$ cat src/rtl/peak_trough_tracker.sv
// Hysteresis peak/trough detector with refractory gap and saturating counts.
// Optional inter-peak interval measurement, compiled in when PEAK_INTERVAL_EN is defined.
module peak_trough_tracker #(
   parameter int WIDTH   = 10,
   parameter int HYST    = 8,
   parameter int MIN_GAP = 4,
   parameter int CNT_W   = 10,
   parameter int INT_W   = 16
) (
   input  logic             clk,
   input  logic             reset,
   input  logic             sample_valid,
   input  logic [WIDTH-1:0] sample,
   input  logic             clear,
   output logic             peak_pulse,
   output logic             trough_pulse,
   output logic [CNT_W-1:0] num_peaks,
   output logic [CNT_W-1:0] num_troughs,
   output logic [INT_W-1:0] interval,
   output logic             interval_valid
);

   localparam logic [1:0] INIT    = 2'd0;
   localparam logic [1:0] SEEK    = 2'd1;
   localparam logic [1:0] RISING  = 2'd2;
   localparam logic [1:0] FALLING = 2'd3;

   localparam int               GAP_W   = (MIN_GAP < 1) ? 1 : $clog2(MIN_GAP + 1);
   localparam logic [GAP_W-1:0] GAP_MAX = GAP_W'(MIN_GAP);
   localparam logic [WIDTH:0]   HYST_X  = (WIDTH + 1)'(HYST);

   logic [1:0]       state, state_nx;
   logic [WIDTH-1:0] ext, ext_nx;
   logic [GAP_W-1:0] gap, gap_inc, gap_nx;
   logic [WIDTH:0]   samp_x, ext_x;
   logic             up_hit, dn_hit;
   logic             peak_ev, trough_ev;

   // One extra bit keeps ext+HYST and sample+HYST from wrapping.
   assign samp_x  = {1'b0, sample};
   assign ext_x   = {1'b0, ext};
   assign up_hit  = samp_x >= ext_x + HYST_X;
   assign dn_hit  = samp_x + HYST_X <= ext_x;
   assign gap_inc = (gap >= GAP_MAX) ? GAP_MAX : gap + GAP_W'(1);

   always_comb begin
      state_nx  = state;
      ext_nx    = ext;
      gap_nx    = gap;
      peak_ev   = 1'b0;
      trough_ev = 1'b0;
      if (sample_valid) begin
         // The refractory check uses the gap including the current sample.
         gap_nx = gap_inc;
         case (state)
            INIT: begin
               ext_nx   = sample;
               state_nx = SEEK;
            end
            SEEK: begin
               if (up_hit) begin
                  state_nx = RISING;
                  ext_nx   = sample;
               end else if (dn_hit) begin
                  state_nx = FALLING;
                  ext_nx   = sample;
               end
            end
            RISING: begin
               if (sample > ext) begin
                  ext_nx = sample;
               end else if (dn_hit && gap_inc >= GAP_MAX) begin
                  peak_ev  = 1'b1;
                  state_nx = FALLING;
                  ext_nx   = sample;
                  gap_nx   = '0;
               end
            end
            FALLING: begin
               if (sample < ext) begin
                  ext_nx = sample;
               end else if (up_hit && gap_inc >= GAP_MAX) begin
                  trough_ev = 1'b1;
                  state_nx  = RISING;
                  ext_nx    = sample;
                  gap_nx    = '0;
               end
            end
            default: state_nx = INIT;
         endcase
      end
   end

   always_ff @(posedge clk or posedge reset) begin
      if (reset) begin
         state        <= INIT;
         ext          <= '0;
         gap          <= GAP_MAX;
         peak_pulse   <= 1'b0;
         trough_pulse <= 1'b0;
         num_peaks    <= '0;
         num_troughs  <= '0;
      end else if (clear) begin
         state        <= INIT;
         ext          <= '0;
         gap          <= GAP_MAX;
         peak_pulse   <= 1'b0;
         trough_pulse <= 1'b0;
         num_peaks    <= '0;
         num_troughs  <= '0;
      end else begin
         state        <= state_nx;
         ext          <= ext_nx;
         gap          <= gap_nx;
         peak_pulse   <= peak_ev;
         trough_pulse <= trough_ev;
         if (peak_ev && num_peaks != '1)
            num_peaks <= num_peaks + CNT_W'(1);
         if (trough_ev && num_troughs != '1)
            num_troughs <= num_troughs + CNT_W'(1);
      end
   end

`ifdef PEAK_INTERVAL_EN
   logic [INT_W-1:0] icnt;
   logic             seen_peak;

   always_ff @(posedge clk or posedge reset) begin
      if (reset) begin
         icnt           <= '0;
         seen_peak      <= 1'b0;
         interval       <= '0;
         interval_valid <= 1'b0;
      end else if (clear) begin
         icnt           <= '0;
         seen_peak      <= 1'b0;
         interval       <= '0;
         interval_valid <= 1'b0;
      end else begin
         interval_valid <= 1'b0;
         if (peak_ev) begin
            icnt      <= '0;
            seen_peak <= 1'b1;
            if (seen_peak) begin
               interval       <= (icnt == '1) ? icnt : icnt + INT_W'(1);
               interval_valid <= 1'b1;
            end
         end else if (sample_valid && icnt != '1) begin
            icnt <= icnt + INT_W'(1);
         end
      end
   end
`else
   assign interval       = '0;
   assign interval_valid = 1'b0;
`endif

endmodule

$ cat config.mk
export PLATFORM = sky130hd
export DESIGN_NAME = peak_trough_tracker
export DESIGN_NICKNAME = d
export VERILOG_FILES = /design/src/rtl/peak_trough_tracker.sv
export SDC_FILE = /design/constraint.sdc
export NUM_CORES = 1
export LEC_CHECK = 0
export ABC_CLOCK_PERIOD_IN_PS = 8350
export BUFFER_PORTS_ARGS = -buffer_cell sky130_fd_sc_hd__buf_4
export CORE_ASPECT_RATIO = 1.1
export CORE_MARGIN = 2
export CORE_UTILIZATION = 53
export CTS_CLUSTER_DIAMETER = 120
export DETAILED_ROUTE_END_ITERATION = 6
export GPL_ROUTABILITY_DRIVEN = 0
export MAX_ROUTING_LAYER = met4
export PLACE_DENSITY_LB_ADDON = 0.15
export SYNTH_ARGS = -nofsm -noshare
export SYNTH_HDL_FRONTEND = slang
export SYNTH_SLANG_ARGS = --single-unit
$ cat constraint.sdc
create_clock -name clk -period 8.35 [get_ports clk]
set_clock_uncertainty 0.1 [all_clocks]
set_input_delay 0.835 -clock clk [delete_from_list [all_inputs] [get_ports clk]]
set_output_delay 0.835 -clock clk [all_outputs]
set_load 0.03 [all_outputs]
After elaboration in Yosys (flattened, before gate mapping)
Cells that the tools add are included.

word-level totals
  logic and storage cells = 80
  register bits after elaboration = 37
  output and inout bits = 39
  input port bits = 14

operators by class
  reductions and logical operators = 10
  equal/unequal tests = 12
  muxes and demuxes = 40
  order comparisons = 6
  add/subtract/negate cells = 5

operators with widths
  kind                                                              number
  10-bit two-way mux                                                12
  10-bit case mux with 4 select lines                               1
  10-bit by 4-bit adder with 11-bit output (second input constant)  2
  3-bit two-way mux                                                 7
  10-bit by 1-bit adder with 10-bit output (second input constant)  2
  10-bit inequality test (second input constant)                    2
  2-bit two-way mux                                                 8
  3-bit inequality test (second input constant)                     4
  4-bit inequality test (second input constant)                     3
  10-bit by 11-bit >= comparator with 1-bit output                  1
  11-bit by 10-bit less-or-equal comparator with 1-bit output       1
  10-bit greater-than comparator                                    1
  10-bit < comparator                                               1
  1-bit two-way mux                                                 10
  2-bit case mux with 4 select lines                                1
  3-bit >= comparator (second input constant)                       2
  3-bit case mux with 2 select lines                                1
  6-bit AND reduction                                               1
  2-bit nonzero test                                                3
  2-bit == test (second input constant)                             2
  1-bit logical AND                                                 4
  4-bit AND reduction                                               1
  3-bit by 1-bit adder with 3-bit output (second input constant)    1
  2-bit by 1-bit == test with 1-bit output (second input constant)  1
  2-bit zero test                                                   1

Longest topological paths before layout
Gate-level depths: netlist of run 1.

  depth after elaboration = 11
  depth in mapped cells = 12
  mapped depth without buffers = 11

Worst setup path before layout of run 1
Ideal clock, no wire load.

  path kind = in2reg
  start = in sample[3]
  end = reg num_peaks[9]
  data required time = 8.172 ns
  stages = 11
  setup slack = 5.021 ns
  path buffers = 0
  setup time = 0.078 ns
  arrival = 3.151 ns
  cell sequence = ha_1 -> nand3_1 -> xnor2_1 -> ha_1 -> a21oi_1 -> nand2_1 -> or3_4 -> a211oi_2 -> nand4_2 -> or4_1 -> a21oi_1

between the ends
  cells in the longest elaborated chain, start to end = 9
  elaborated cells on any way between the ends = 10
  those cells by class = add/sub: 1; order compare: 2; mux: 4; reduce/logical: 3

ends and longest elaborated chain
  element                                                      line  source
  from (decl)                                                  13    input logic [WIDTH-1:0] sample,
  10-bit by 4-bit adder with 11-bit output                     43    assign dn_hit = samp_x + HYST_X <= ext_x;
  11-bit by 10-bit less-or-equal comparator with 1-bit output  43
  1-bit logical AND                                            72    end else if (dn_hit && gap_inc >= GAP_MAX) begin
  1-bit two-way mux                                            72
  1-bit two-way mux (*)                                        70    if (sample > ext) begin
  1-bit two-way mux (*)                                        55    case (state)
  1-bit two-way mux (*)                                        52    if (sample_valid) begin
  1-bit logical AND (*)                                        117   if (peak_ev && num_peaks != '1)
  2-bit nonzero test (no line) (*)                             n/a
  to (signal assigned)                                         118   num_peaks <= num_peaks + CNT_W'(1);
  to (decl)                                                    17    output logic [CNT_W-1:0] num_peaks,

Mark *: on every way between the ends. The rest lies on a longest branch, timed or not.
A chain may end at the register's enable or synchronous reset.

Final worst setup path of run 1
  start = in sample[3]
  end = reg num_peaks[4]

Same word-level chain as after synthesis.

==> impl_metrics.env, run 1 <==
export IMPL_ys_ff_latch=37
export IMPL_power_leakage_uw=0.001493
export IMPL_end_kind="flip-flop"
export IMPL_numCtsBuffers=5
export IMPL_row_count=29
export IMPL_min_period_ns=3.590
export IMPL_wl_met1_um=3218
export IMPL_r2r_slack_ns=4.92
export IMPL_synth_cell_types=67
export IMPL_rsz0062_at_grt="false"
export IMPL_critPathCapture="num_peaks[4]"
export IMPL_place_ws_ns=4.466
export IMPL_antenna_found_initial=0
export IMPL_area_growth_pct=12.67
export IMPL_rr_worst_depth=11
export IMPL_critical_path_class="in2reg"
export IMPL_clk_path_buf_depth=2
export IMPL_die_height_um=83.72
export IMPL_clkTransAtPathRegs_ns=0.08
export IMPL_synthAdderAreaFrac=0.1226
export IMPL_timing_final_ws_setup_ns=4.760
export IMPL_synth_mux_area_frac=0.01798
export IMPL_synth_simple_area_share=0.2129
export IMPL_core_um2=5660
export IMPL_final_nets=415
export IMPL_port_buffers=35
export IMPL_wl_per_cell_um=15.61
export IMPL_clk_latency_ns=0.30
export IMPL_drv_cap=0
export IMPL_synth_edf_count=0
export IMPL_synth_ff_type="dfrtp_1"
export IMPL_final_setup_viol_count=0
export IMPL_postCtsHoldBufs=0
export IMPL_r2r_end="ext[5]"
export IMPL_cp_arrival_ns=3.72
export IMPL_antenna_cells=0
export IMPL_hold_ws_ns=0.4018
export IMPL_worst_pin_slew_ns=0.7062
export IMPL_grt_max_degree=39
export IMPL_slew_viol_final=0
export IMPL_grt_pass1_vias=2489
export IMPL_min_from="ext[2]"
export IMPL_cts_resized=0
export IMPL_synth_warnings=0
export IMPL_drc=0
export IMPL_ir_drop_v=0.00008302
export IMPL_cp_data_required_time_ns=8.48
export IMPL_async_flop_share=1.000
export IMPL_r2r_start="ext[3]"
export IMPL_cellPowerDensity_nw_per_um2=145.6
export IMPL_slew_headroom=0.5275
export IMPL_place_hpwl_um=5088
export IMPL_io_pins=53
export IMPL_hold_path_class="reg2reg"
export IMPL_synth_compound_area_frac=0.2158
export IMPL_period_share=0.4300
export IMPL_drtPass1Iterations=4
export IMPL_ys_seq_area_frac=0.3028
export IMPL_synth_top_family_by_area="compound AO/OA/AOI/OAI gates"
export IMPL_clock_sinks=37
export IMPL_root_buffer="clkbuf_8"
export IMPL_fp_dieArea_um2=6401
export IMPL_layout_drive_gt1_share=0.2016
export IMPL_wl_met3_um=273
export IMPL_grt_pass1_wl_um=12220
export IMPL_crit_start="sample[3]"
export IMPL_synthCells=338
export IMPL_critPathMaxFanout=15
export IMPL_grt_overflow=0
export IMPL_grt_usage=0.2430
export IMPL_hold_viol=0
export IMPL_start_util=0.5409
export IMPL_drt_wl_total_um=7007
export IMPL_layout_common_cells="36 x dfrtp_1, 36 x buf_4, 30 x ha_1, 27 x nor2_1"
export IMPL_cts_max_level=2
export IMPL_outcome="finished clean"
export IMPL_drtIter0Drc=117
export IMPL_ant_nets=0
export IMPL_fp_dieW_um=76.47
export IMPL_post_cts_repair_setup_buffers=0
export IMPL_critPathLaunchType="input pin"
export IMPL_fmax_mhz=278.5
export IMPL_yosys_area_share_xor_xnor=0.03719
export IMPL_cts_tree="built"
export IMPL_routed_via_count=2625
export IMPL_dr_wl_met2_um=3375
export IMPL_synth_area_per_cell_um2=9.058
export IMPL_viasPerCell=5.846
export IMPL_finalSetupTns_ns=0
export IMPL_syn_area_um2=3062
export IMPL_maxUsedRoutingLayer="met4"
[Yosys cell counts, types with 3 or more instances]
library cell  instances  area share
a211oi_2              3       0.012
a21o_1                3      0.0074
a21oi_1              23       0.038
a311o_1               7       0.023
a32o_2                3       0.011
and3_1                5       0.010
buf_4                17       0.042
clkbuf_1              7      0.0086
dfrtp_1              36        0.29
ha_1                 30        0.12
inv_1                23       0.028
mux2_1                4       0.015
nand2_1              14       0.017
nand3_1              21       0.034
nand4_1               6       0.012
nor2_1               27       0.033
nor2b_1               4      0.0082
nor3_1               10       0.016
nor4_1                8       0.016
o211ai_1              4      0.0098
o21a_1                4      0.0098
o21ai_0               9       0.015
or4_1                 3      0.0074
xnor2_1              12       0.034
[cells by family (layout without fill, tap and decap cells)]
kind of cell	count (synthesis)	after routing
adders and majority gates	30	30
and+or+nand+nor	117	117
muxes	5	5
DFF	37	37
xor gates and xnor gates	13	13
AOI/OAI and AO/OA	83	83
buffers and inverters	52	70
other	1	17
[per-stage QoR]
stage | cells | cell area, µm² | power (µW) | utilization
6_report | 449 | 3450 | 502.2 | 0.6094
5_1_grt | 449 | 3450 | 529.6 | 0.6094
4_1_cts | 449 | 3450 | 506.5 | 0.6094
3_5_place_dp | 441 | 3312 | 314.9 | 0.5851
3_3_place_gp | 441 | 3312 | 312.9 | 0.5851
2_1_floorplan | 354 | 3122 | 292.3 | -
[how the worst min path moves through the flow]
stage             end  slack [ns]  cells after the start
3_3_place_gp   ext[1]        0.38                      1
2_1_floorplan  ext[1]        0.37                      1
5_1_grt        ext[2]        0.44                      1
4_1_cts        ext[2]        0.40                      1
3_5_place_dp   ext[2]        0.38                      1
6_report       ext[2]        0.40                      1
[state kept, by name, indices dropped and copies added (netlist names)]
register	cells
ext	10
num_troughs	10
gap	3
peak_pulse	1
num_peaks	10
state	2
trough_pulse	1
[critical path, cell delays in order]
cell and delay, ns:
buf_4 0.14, ha_1 0.21, nand3_1 0.11, xnor2_1 0.14, ha_1 0.30, a21oi_1 0.20
nand2_1 0.08, or3_4 0.34, a211oi_2 0.30, nand4_2 0.34, or4_1 0.56, a21oi_1 0.14
[layer usage]
layer / global-route usage / vias to the layer above
met5: - / -
met4: 0.06612 / 0
met3: 0.04329 / 14
met2: 0.4014 / 56
met1: 0.3086 / 1264
li1: - / 1291
[power breakdown]
group	total [µW]	leakage (µW)	switching [µW]	internal, µW
clock	190	0.0000687	69.7	120
combinational	122	0.000918	78.2	43.7
sequential	190	0.000506	6.18	184
total	502	0.00149	154	348
[area by class of cell]
class / instances / area (µm²)
Sequential cell: 37 / 927.1
Tap cell: 77 / 96.34
Fill cell: 534 / 2211
Inverter: 26 / 97.59
Timing Repair Buffer: 36 / 270.3
Clock buffer: 5 / 68.82
Multi-Input combinational cell: 265 / 1921
Clock inverter: 3 / 68.82
No activity file was read; power rests on OpenSTA's default activity.
==> run 2, diff against run 1 <==
- ABC_CLOCK_PERIOD_IN_PS: 8350 -> 3680
- clock period: 8.35 -> 3.68 ns (I/O delays scaled with it)
==> run 2 against run 1 <==
  * Final cell count up 0.45%
  * Register-to-register slack got worse by 4.5 ns
  * Core utilization increased by 0.27 points
  * Final area increased by 0.44%
  * Sequential power grew 130%
  * Global-route usage decreased by 0.89 points
  * Non-clock buffer count is 2 higher
  * Combinational power up 130%
  * Sequential cell count unchanged
  * Critical path depth shrank 1
  * Critical endpoint is now ext[8]
==> impl_metrics.env, run 2 (synthesized netlist as in run 1, its figures left out) <==
export IMPL_cts_resized=0
export IMPL_postCtsHoldBufs=0
export IMPL_critical_path_class="reg2reg"
export IMPL_final_nets=417
export IMPL_cellPowerDensity_nw_per_um2=330.2
export IMPL_final_setup_viol_count=0
export IMPL_outcome="finished clean"
export IMPL_ant_nets=0
export IMPL_slew_headroom=0.5327
export IMPL_port_buffers=35
export IMPL_antenna_found_initial=0
export IMPL_antenna_cells=0
export IMPL_drc=0
export IMPL_area_growth_pct=13.16
export IMPL_rsz0062_at_grt="false"
export IMPL_path_cells="ha_1, nand3_1, nor3_1, xnor2_1, ha_1, a21oi_2, o211ai_1, o21a_1, a211o_4, and3_4, a311o_1"
export IMPL_io_pins=53
export IMPL_worst_pin_slew_ns=0.6984
export IMPL_fp_dieArea_um2=6401
export IMPL_fin_area_um2=3465
export IMPL_wl_per_cell_um=15.33
export IMPL_drtIter0Drc=150
export IMPL_slew_viol_final=0
export IMPL_drv_cap=0
export IMPL_numCtsBuffers=5
export IMPL_viasPerCell=5.827
export IMPL_cts_max_level=2
export IMPL_min_period_ns=3.227
export IMPL_routed_via_count=2628
export IMPL_clock_sinks=37
export IMPL_row_count=29
export IMPL_die_height_um=83.72
export IMPL_core_um2=5660
export IMPL_ir_drop_v=0.0001854
export IMPL_final_util=0.6121
export IMPL_clk_path_buf_depth=2
export IMPL_p_clk_frac=0.377
export IMPL_cp_data_required_time_ns=3.76
export IMPL_worst_path_most_repeated_cell="ha_1"
export IMPL_total_power_uw=1144
export IMPL_clk_latency_ns=0.29
export IMPL_pwr_share_seq=0.378
export IMPL_comb_power_share=0.246
export IMPL_fmax_mhz=309.9
export IMPL_grt_pass1_vias=2551
export IMPL_post_cts_repair_setup_buffers=0
export IMPL_drt_wl_total_um=6915
export IMPL_root_buffer="clkbuf_8"
export IMPL_fp_dieW_um=76.47
export IMPL_start_util=0.5409
export IMPL_drtPass1Iterations=4
export IMPL_clkTransAtPathRegs_ns=0.08
export IMPL_p_sw_frac=0.3064
export IMPL_power_leakage_uw=0.001502
export IMPL_layout_common_cells="38 x buf_4, 36 x dfrtp_1, 30 x ha_1, 27 x nor2_1"
export IMPL_layout_drive_gt1_share=0.2059
export IMPL_grt_overflow=0
export IMPL_critPathMaxFanout=10
export IMPL_period_share=0.8769
export IMPL_grt_pass1_wl_um=11950
export IMPL_grt_usage=0.2341
export IMPL_place_hpwl_um=4999
export IMPL_intPower_uw=793.5
export IMPL_hold_path_class="in2async"
export IMPL_grt_max_degree=39
export IMPL_layout_commonest_cell="buf_4"
export IMPL_postPlaceCellArea_um2=3327
export IMPL_cts_tree="built"
export IMPL_power_switching_uw=350.5
export IMPL_finalSetupTns_ns=0
export IMPL_top_regs="ext (10), num_peaks (10), num_troughs (10)"
export IMPL_end_kind="flip-flop"
export IMPL_critPathLaunchType="flip-flop"
export IMPL_hold_viol=0
export IMPL_slowest_delay_ns=0.42
export IMPL_cp_slowest_cell="dfrtp_1"
export IMPL_cp_arrival_ns=3.30
==> run 2: cell types whose count changed in the layout (fill, tap and decap cells not counted), sizes merged <==
cell	previous run	this run
buf	36	38
==> run 2: power by group through the flow <==
stage / Sequential, µW / Combinational (µW) / Clock (µW)
2_1_floorplan: 437 / 226 / 0
3_3_place_gp: 439 / 275 / 0
3_5_place_dp: 440 / 279 / 0
4_1_cts: 432 / 280 / 439
5_1_grt: 434 / 315 / 454
6_report: 432 / 281 / 431
==> run 2: stage by stage <==
stage	setup slack, ns	cells	hold slack [ns]
2_1_floorplan	0.7465	354	0.3668
6_report	0.4530	451	0.08999
3_3_place_gp	0.3382	443	0.3791
3_5_place_dp	0.2761	443	0.3834
5_1_grt	0.2548	451	0.1484
4_1_cts	0.4768	451	0.1099
==> run 2: worst max-delay path: cells and delay by family, from the launching register on <==
kind,cells,cell delay [ns]
AOI/OAI and AO/OA,5,1.34
and+or+nand+nor,3,0.62
adders and majority gates,2,0.48
DFF,1,0.42
xor gates and xnor gates,1,0.15
==> run 2: worst paths after layout <==
check,start,end,slack [ns],cells after the start
max,ext[3],ext[8],0.45,11
min,reset,peak_pulse,0.09,3
max reg2reg,ext[3],ext[8],0.45,11
min reg2reg,ext[2],ext[2],0.40,1
max in group asynchronous,reset,gap[2],3.03,3
min in group clk,sample[0],ext[0],0.24,2
==> run 2: area by class of cell <==
type                    instances  area [µm²]
inverters                      26       97.59
multi-input cells             265        1921
fillers                       541        2196
clock inverters                 3       68.82
well taps                      77       96.34
flip-flops and latches         37       927.1
clock buffers                   5       68.82
repair buffers                 38       285.3
==> run 2: per-layer routing <==
layer,wire [µm],up-vias,track usage
met2,3314,67,0.3870
met4,110,0,0.06777
met5,0,-,-
met1,3216,1261,0.3042
li1,-,1289,-
met3,274,11,0.02814
